<file path="src/rtl/pc_sequencer.sv">
// pc_sequencer: owns PC and IR and sequences the fetch/execute loop of the
// accumulator processor (IDLE -> FETCH <-> EXEC, with sticky HALT and FAULT).
//
// Handshakes:
//   Instruction fetch: IMemReq is high for every FETCH cycle and IMemAddr
//   always equals PC. A cycle counts as a transfer when IMemAck is sampled
//   high on a rising edge during FETCH; IMemData is captured into IR on that
//   edge. Exec completion: ExecDone sampled high during EXEC is a one-cycle
//   completion, and PCSrc/BranchTaken are used on that same edge.
//   IMemAck is ignored outside FETCH, ExecDone outside EXEC and Start outside IDLE.
module pc_sequencer #(
  parameter logic [15:0] RESET_PC      = 16'h0000,
  parameter int          PC_STEP       = 2,
  parameter int          FETCH_TIMEOUT = 15
) (
  input  logic        CLK,
  input  logic        Reset_n,
  input  logic        Start,
  output logic        IMemReq,
  output logic [15:0] IMemAddr,
  input  logic        IMemAck,
  input  logic [15:0] IMemData,
  output logic [15:0] IR,
  output logic        IRValid,
  input  logic        ExecDone,
  input  logic [1:0]  PCSrc,
  input  logic        BranchTaken,
  output logic [15:0] PC,
  output logic        Halted,
  output logic        Fault,
  output logic [2:0]  dbg_state
);

  localparam int CW = $clog2(FETCH_TIMEOUT + 1);

  typedef enum logic [2:0] {
    S_IDLE  = 3'd0,
    S_FETCH = 3'd1,
    S_EXEC  = 3'd2,
    S_HALT  = 3'd3,
    S_FAULT = 3'd4
  } state_t;

  state_t        state, state_next;
  logic [15:0]   pc_q, pc_next;
  logic [15:0]   ir_q, ir_next;
  logic [CW-1:0] tcnt, tcnt_next;
  logic [15:0]   pc_plus;
  logic [15:0]   br_off;

  assign pc_plus = pc_q + 16'(PC_STEP);
  // Branch offset is the signed IR byte scaled to a halfword distance.
  assign br_off  = {{7{ir_q[7]}}, ir_q[7:0], 1'b0};

  // State, PC, IR and timeout counter registers.
  always_ff @(posedge CLK or negedge Reset_n) begin
    if (!Reset_n) begin
      state <= S_IDLE;
      pc_q  <= RESET_PC;
      ir_q  <= 16'h0000;
      tcnt  <= '0;
    end else begin
      state <= state_next;
      pc_q  <= pc_next;
      ir_q  <= ir_next;
      tcnt  <= tcnt_next;
    end
  end

  // Next-state, next-PC, IR capture and fetch-timeout counting.
  always_comb begin
    state_next = state;
    pc_next    = pc_q;
    ir_next    = ir_q;
    tcnt_next  = tcnt;
    unique case (state)
      S_IDLE: begin
        if (Start) begin
          state_next = S_FETCH;
          tcnt_next  = '0;
        end
      end
      S_FETCH: begin
        // An ack in the last allowed cycle takes priority over the timeout.
        if (IMemAck) begin
          ir_next    = IMemData;
          state_next = S_EXEC;
        end else if (tcnt == CW'(FETCH_TIMEOUT - 1)) begin
          state_next = S_FAULT;
        end else begin
          tcnt_next = tcnt + CW'(1);
        end
      end
      S_EXEC: begin
        if (ExecDone) begin
          state_next = S_FETCH;
          tcnt_next  = '0;
          unique case (PCSrc)
            2'b00: pc_next = pc_plus;
            2'b01: pc_next = BranchTaken ? (pc_plus + br_off) : pc_plus;
            2'b10: pc_next = {pc_plus[15:14], ir_q[12:0], 1'b0};
            default: state_next = S_HALT;
          endcase
        end
      end
      S_HALT:  state_next = S_HALT;
      S_FAULT: state_next = S_FAULT;
      default: state_next = S_IDLE;
    endcase
  end

  assign IMemReq   = (state == S_FETCH);
  assign IRValid   = (state == S_EXEC);
  assign Halted    = (state == S_HALT);
  assign Fault     = (state == S_FAULT);
  assign PC        = pc_q;
  assign IMemAddr  = pc_q;
  assign IR        = ir_q;
  assign dbg_state = state;

endmodule

</file>
<file path="config.mk">
export PLATFORM = sky130hd
export DESIGN_NAME = pc_sequencer
export DESIGN_NICKNAME = d
export VERILOG_FILES = /design/src/rtl/pc_sequencer.sv
export SDC_FILE = /design/constraint.sdc
export NUM_CORES = 1
export LEC_CHECK = 0
export BUFFER_PORTS_ARGS = -buffer_cell sky130_fd_sc_hd__buf_2
export CAP_MARGIN = 20
export CELL_PAD_IN_SITES_DETAIL_PLACEMENT = 1
export CELL_PAD_IN_SITES_GLOBAL_PLACEMENT = 1
export CORE_MARGIN = 1
export CORE_UTILIZATION = 43
export DETAILED_ROUTE_END_ITERATION = 10
export GPL_TIMING_DRIVEN = 0
export PLACE_DENSITY_LB_ADDON = 0.1
export SLEW_MARGIN = 20
export SYNTH_ARGS = -nofsm -noshare
export SYNTH_HDL_FRONTEND = slang
export SYNTH_SLANG_ARGS = --single-unit
</file>
<file path="constraint.sdc">
create_clock -name CLK -period 5.7 [get_ports CLK]
set_input_delay 0.285 -clock CLK [delete_from_list [all_inputs] [get_ports CLK]]
set_output_delay 0.285 -clock CLK [all_outputs]
set_load 0.01 [all_outputs]
</file>
Word-level counts from Yosys, hierarchy flattened. Index checks and enable logic that the tools add are counted.

Register bits: 39. Latch bits: 0. Memory bits (read-only): 0. Memories kept: 0. RAM bits: 0. Input bits: 24.

Divide/modulo/power cells: 0. Equality and inequality tests: 12. Bitwise gates (word level): 0. $add $sub $neg: 3. Reduce and logical (&&, ||, !) cells: 9. Shift-type cells: 0. Muxes and demuxes: 13. Multipliers: 0. Magnitude comparators: 0.

Operators by type and width (count): 16-bit one-hot mux with 3 select lines (1); 16-bit adder (1); 16-bit by 2-bit adder with 16-bit output, second input constant (1); 16-bit 2-to-1 mux (1); 4-bit 2-to-1 mux (4); 3-bit one-hot mux with 5 select lines (1); 3-bit 2-to-1 mux (4); 4-bit one-hot mux with 3 select lines (1); 3-bit by 2-bit == test with 1-bit output, second input constant (2); 2-bit inequality test, second input constant (3); 3-bit AND reduction (2); 3-bit nonzero test (2); 5-bit AND reduction (1); 4-bit by 1-bit adder with 4-bit output, second input constant (1); 4-bit == test, second input constant (1); 3-bit by 1-bit == test with 1-bit output, second input constant (1); 3-bit == test, second input constant (1); 3-bit logical NOT (1); 3-bit by 1-bit inequality test with 1-bit output, second input constant (1); 3-bit OR reduction (1); 2-bit by 1-bit == test with 1-bit output, second input constant (1); 2-bit == test, second input constant (1); 2-bit logical NOT (1); 2-bit 2-to-1 mux (1); 2 further kinds (2).

Depth between registers and ports, before layout. Gate-level depths: netlist (run 1).

Word-level depth: 5. Depth in mapped cells: 14. Gate-level depth less buffers: 13.

Least setup slack after synthesis (run 1). OpenSTA, ideal clock, no wires.

Path kind: reg-to-reg. Start point: reg pc_q[1], in the netlist IMemAddr[1]. End point: reg pc_q[15], in the netlist IMemAddr[15]. Data arrival time: 2865 ps. Cell stages (with the launch flop): 15. Slack: 2706 ps. Required time: 5572 ps. Period minus slack after synthesis: 2994 ps. Cell sequence: dfrtp_1 -> ha_1 -> nand3_1 -> nor2_1 -> nand4_1 -> xnor2_1 -> ha_1 -> buf_2 -> nand4_1 -> a2111oi_0 -> nand2b_1 -> o31a_1 -> a41oi_1 -> o221ai_1 -> nand3_1.

Word-level cells in the longest chain between the ends: 4.

Ends and longest elaborated chain: start, declared (RTL line 45) `logic [15:0] pc_q, pc_next;`; start signal, assigned (RTL line 64) `pc_q <= pc_next;`; 16-bit by 2-bit adder with 16-bit output * (RTL line 51) `assign pc_plus = pc_q + 16'(PC_STEP);`; 16-bit adder (RTL line 100) `2'b01: pc_next = BranchTaken ? (pc_plus + br_off) : pc_plus;`; 16-bit 2-to-1 mux (RTL line 100); 16-bit one-hot mux with 3 select lines * (RTL line 98) `unique case (PCSrc)`.

Every way passes the cells marked *; elsewhere a longest branch is shown, timed or not. A chain may end at the register's enable or synchronous reset.

Worst setup path in the final report (run 1). Ends and elaborated chain as after synthesis.

==> results of run 1 <==
power groups by stage:
| stage | registers, mW | logic [mW] | clock network [mW] |
|---|---|---|---|
| final | 0.494 | 0.942 | 0.286 |
| after global routing | 0.513 | 1.05 | 0.300 |
| after CTS | 0.495 | 0.947 | 0.292 |
| after detailed placement | 0.499 | 0.942 | 0 |
| after global placement | 0.489 | 0.908 | 0 |
| after floorplan | 0.502 | 0.639 | 0 |
state kept, by name (all words and copies together), names as in the netlist:
name / cells
IR: 16
IMemAddr: 15
tcnt: 4
dbg_state: 3
metrics by stage:
step	std cells	hold slack [ns]	utilization [%]	area, um2	worst slack (ns)
floorplan	350	-0.0106	-	3120	2.71
global placement	522	0.468	52.5	3620	2.30
detailed placement	522	0.463	52.5	3620	2.15
CTS	530	0.131	54.5	3760	2.12
global route	530	0.183	54.5	3760	1.88
finish	530	0.115	54.5	3760	2.15
cells by family (layout without fill, tap and decap cells):
logic type / Yosys count / after routing
mux: 18 / 18
flops: 38 / 38
fa+ha+maj: 25 / 25
buf+inv: 48 / 132
xor+xnor: 20 / 20
simple gates: 103 / 103
compound gates: 96 / 96
other cells: 1 / 2
layout make-up:
type,instances,area (um2)
inverters,20,75.1
plain buffers,28,175
well taps,96,120
clock buffers,5,68.8
multi-input cells,264,1920
clock inverters,3,68.8
fillers,879,3150
repair buffers,76,380
flip-flops and latches,38,951
worst reg2reg max path, delay by kind of cell (launching register included):
family | cells | cell delay, ns
AO/OA/AOI/OAI | 4 | 1.01
AND/OR/NAND/NOR | 6 | 1.00
adder cells (fa/ha/maj) | 2 | 0.59
flip-flops | 1 | 0.48
XOR/XNOR | 1 | 0.19
buffers and inverters | 1 | 0.18
per-layer routing:
layer	track usage (%)	vias to the layer above
met5	0	-
met4	8.64	0
met3	4.17	16
met2	41.8	81
met1	32.2	1373
li1	-	1416
final timing paths:
check | cells past startpoint | to
min in group CLK | 3 | IR[1]
worst min-delay path | 1 | IR[14]
worst max register to register | 14 | IMemAddr[15]
worst min register to register | 1 | IR[15]
max in group asynchronous | 1 | IMemAddr[7]
worst max-delay path | 14 | IMemAddr[15]
synthesized netlist by cell type (all sizes together), types with 2 or more instances:
cell type	n
nor3b	2
and2	4
a21boi	2
mux2	16
and3	3
buf	22
a221o	3
o21ai	26
o211ai	3
nand4	4
nand2	24
or2	2
a32oi	4
nand3	11
dfrtp	38
a21oi	15
ha	24
o21bai	2
a311oi	2
inv	20
a21o	8
nor3	10
nor2b	3
xnor2	12
a22oi	7
o221ai	2
nand2b	7
mux2i	2
xor2	8
nor2	26
clkbuf	6
a221oi	2
nand3b	3
o31a	2
a211oi	4
nor4	2
==> impl_metrics.ini, run 1 <==
[synth]
synth_adder_area_share_pct = 10.3
yosys_warnings = 0
ys_types = 65
synth_largest_area_cell = dfrtp_1
synth_edf_count = 0
synth_area_leaders = dfrtp_1 30%, ha_1 9.6%, mux2_2 5.8%
synth_compound_area_share_pct = 21.5
syn_avg_cell_area_um2 = 8.94
yosysSeqAreaShare_pct = 30.5
ys_ff_latch = 38
synth_cells = 349
synthMuxAreaShare_pct = 6.42
synthXorXnorAreaFrac_pct = 5.62
synth_top_cell_area_share_pct = 30.5
synth_area_mm2 = 0.00312
synth_top_family_by_area = compound AO/OA/AOI/OAI gates
synthArstFlopShare_pct = 100
synthFlopType = dfrtp_1
synth-simple-area-share_pct = 17.6

[power]
p_leak_nw = 1.85
max-vdd-ir-drop_mv = 0.223
p_total_mw = 1.72
switching_power_uw = 742
combPwrFrac_pct = 54.7
p_int_uw = 980
power_density_mw_per_mm2 = 458
clkPwrFrac_pct = 16.6
power.share.sequential_pct = 28.7
switching_share_pct = 43.1

[placed_design]
hpwlAfterDp_mm = 6.99
io_buffer_count = 76
gp_congestion = 0.845

[route]
drtAntennaViolNets = 0
drc = 0
routed_wl_mm = 8.74
wl_met2_mm = 4.18
avgRoutedWirePerCell_um = 16.5
vias = 2886
wl_met1_mm = 3.97
highest-signal-layer = met4
first_iter_violations = 61
wl_met3_um = 418
dr.pass1.iters = 4
via_per_inst = 5.45

[critical_path]
crit_path_cell_trace = ha_1, nand3_1, nor2_1, nand4_1, xnor2_1, ha_1, buf_2, nand4_1, a2111oi_0, nand2b_1, o31a_1, a41oi_1, o221ai_1, nand3_1
cp-start-kind = flip-flop
cp.arrival_ns = 3.73
max_stage_delay_ns = 0.48
critPathLaunch = IMemAddr[1]
required_ns = 5.88
critPathMaxFanout = 9
regToRegStartpoint = IMemAddr[1]
crit_path_end_kind = flip-flop
critPathSlowestCell = dfrtp_1
worst-r2r-setup-slack_ns = 2.15
critPathKind = reg -> reg
cp_top_family = compound AO/OA/AOI/OAI gates
cp_num_buf_inv = 1

[die]
die_h_um = 87.2
fp.dieW_um = 87.2
dieArea_mm2 = 0.00760
num_io_pins = 79
core-area_mm2 = 0.00691
initial_utilization_pct = 45.2
std_cell_rows = 30

[clock_tree]
clock_sinks = 38
cts_max_level = 2
ctsHoldBuffers = 0
clock_latency_ns = 0.30
path_clk_slew_ns = 0.08
cts_tree = done
cts_max_path_buffers = 2
cts_resized = 0
post_cts_buffers = 0
cts_root_buf = clkbuf_8
cts_made_buffers = 5

[timing]
period_share_pct = 62.4
maxSlewViolCount = 0
slew_headroom_pct = 38.7
setup_viol_count_final = 0
tns_ns = 0
final_hold_viol_count = 0
skew_ns = 0.00878
fmax_mhz = 281
rsz0062_at_grt = no
tightest_slew_ns = 0.920
min_period_ns = 3.55

[status]
outcome = complete, no violations

[min_path]
min_path_type = in -> async

[global_route]
antenna_found_initial = 0
grt_pass1_vias = 2891
grt_max_degree = 39
grt_pass1_wl_mm = 14.4
track_usage_pct = 24.8
grt_remaining_overflow = 0

[cells_and_area]
num_antenna_cells = 0
mostFrequentLayoutCells = 81 x buf_2, 38 x dfrtp_1, 25 x nor2_1
area_delta_synth_final_pct = 20.6
nets = 482
drive_above_1_share_pct = 30.6
layout_commonest_cell = buf_2

[flow_run]
max_cap_viol_count = 0
No activity file was read; power rests on OpenSTA's default activity.
==> inputs of run 2 (changes only) <==
CORE_UTILIZATION = 40   (was 43)
clock period = 3.56 ns   (was 5.7 ns; I/O delays follow)
==> run 2 against run 1 <==
  * The run now ends with hold timing left
  * Sequential power grew 59%
  * Clock power is 64% higher
  * Sequential cell count is the same
  * Die area is 7.3% higher
  * First-iteration DRC count increased by 11%
  * Global-route usage decreased by 1.3 points
  * Sequential share of layout area shrank 0.17 points
  * Via count grew 1.8%
  * Utilization decreased by 3.2 points
  * Largest power group unchanged
==> impl_metrics.ini, run 2 (synthesis results as in run 1) <==
[cells_and_area]
nets = 484
drive_above_1_share_pct = 32.3
largest_register_ff_count = 16
num_antenna_cells = 0
mostFrequentLayoutCells = 81 x buf_2, 36 x dfrtp_1, 24 x nand2_1, 24 x nor2_1, 23 x ha_1
area_delta_synth_final_pct = 21.7
layout_commonest_cell = buf_2

[route]
vias = 2939
avgRoutedWirePerCell_um = 16.6
dr.pass1.iters = 4
routed_wl_mm = 8.89
drc = 0
drtAntennaViolNets = 0
via_per_inst = 5.49
first_iter_violations = 68

[placed_design]
hpwlAfterDp_mm = 6.96
pre_cts_ws_ns = 0.00885
gp_congestion = 0.844
io_buffer_count = 76

[clock_tree]
clock_sinks = 38
cts_tree = done
path_clk_slew_ns = 0.09
clock_latency_ns = 0.31
ctsHoldBuffers = 0
cts_max_level = 2
cts_max_path_buffers = 2
cts_made_buffers = 5
cts_root_buf = clkbuf_8

[critical_path]
crit_path_end = IMemAddr[15]
critPathKind = reg -> reg
regToRegStartpoint = IMemAddr[2]
cp-start-kind = flip-flop
required_ns = 3.75
critPathLaunch = IMemAddr[2]
worst-r2r-setup-slack_ns = 0.19
crit_path_end_kind = flip-flop
reg2reg_depth = 14
cp.arrival_ns = 3.55
critPathMaxFanout = 9
reg2reg_to = IMemAddr[15]

[global_route]
grt_remaining_overflow = 0
track_usage_pct = 23.5
grt_max_degree = 39
antenna_found_initial = 0
grt_pass1_wl_mm = 15.3
grt_pass1_vias = 2968

[power]
power.share.sequential_pct = 27.8
clkPwrFrac_pct = 16.7
switching_power_mw = 1.23
switching_share_pct = 43.6
max-vdd-ir-drop_mv = 0.306
p_leak_nw = 1.85
p_int_mw = 1.59
power_density_mw_per_mm2 = 742
combPwrFrac_pct = 55.5

[timing]
layout_setup_ws_ns = 0.194
skew_ns = 0.00722
maxSlewViolCount = 0
period_share_pct = 94.6
tightest_slew_ns = 0.872
fmax_mhz = 297
whs_ns = -0.0208
slew_headroom_pct = 41.9
final_hold_viol_count = 38
min_period_ns = 3.37
setup_viol_count_final = 0

[die]
dieArea_mm2 = 0.00815
core-area_mm2 = 0.00741
num_io_pins = 79
die_h_um = 90.3
std_cell_rows = 31
fp.dieW_um = 90.3
initial_utilization_pct = 42.1

[flow_run]
max_cap_viol_count = 0

[min_path]
min_path_type = in -> async

[status]
violations = hold timing
outcome = complete, but fails checks
==> run 2: cell type report <==
| type | instances | area (um2) |
|---|---|---|
| Fill cell | 900 | 3610 |
| Multi-Input combinational cell | 264 | 1940 |
| Sequential cell | 38 | 953 |
| Timing Repair Buffer | 78 | 395 |
| Buffer | 28 | 175 |
| Tap cell | 99 | 124 |
| Inverter | 20 | 75.1 |
| Clock buffer | 5 | 68.8 |
| Clock inverter | 3 | 68.8 |
==> run 2: worst min-delay path by stage <==
stage / from / to / slack, ns / cells after the start
finish: Reset_n / IR[14] / -0.02 / 1
floorplan: Reset_n / IMemAddr[10] / -0.12 / 0
CTS: Reset_n / IR[14] / 0.03 / 1
global placement: Reset_n / IR[14] / 0.35 / 1
global route: Reset_n / IR[14] / 0.06 / 1
detailed placement: Reset_n / IR[14] / 0.36 / 1
==> run 2: power by group through the flow <==
stage,registers [mW],clock network [mW],logic [mW]
CTS,0.789,0.478,1.53
detailed placement,0.798,0,1.51
finish,0.784,0.469,1.56
global placement,0.787,0,1.45
global route,0.817,0.496,1.74
floorplan,0.805,0,1.02
==> run 2: timing repair <==
item	4_1_cts	5_1_grt
gates cloned	0	0
setup endpoints to repair	1	4
resized for setup	1	6
setup buffers	0	2
==> run 2: through the flow <==
stage	cells	TNS, ns	utilization (%)	area, um2	total power, mW
3_5_place_dp	525	0	49.0	3630	2.31
5_1_grt	535	-0.0367	51.2	3800	3.05
4_1_cts	533	0	50.8	3770	2.80
6_report	535	0	51.2	3800	2.82
3_3_place_gp	525	0	49.0	3630	2.24
2_1_floorplan	350	0	-	3120	1.83
==> run 2: metal layers <==
layer	share of wire (%)	up-vias	routed length, um	track usage [%]
met5	0	-	0	0
met4	1.7	0	151	5.91
met3	3.2	14	283	3.37
met2	48	72	4250	40.4
met1	47	1433	4200	31.0
li1	-	1420	-	-
==> run 2: critical path: stages, from the launching register on <==
cell	delay (ns)
dfrtp_2	0.43
ha_2	0.24
nand3_1	0.18
nor2_1	0.18
nand4_1	0.14
xnor2_1	0.19
ha_1	0.29
buf_2	0.18
nand4_1	0.16
a2111oi_2	0.37
nand2b_2	0.23
o31a_1	0.17
a41oi_1	0.16
o221ai_1	0.23
nand3_1	0.10
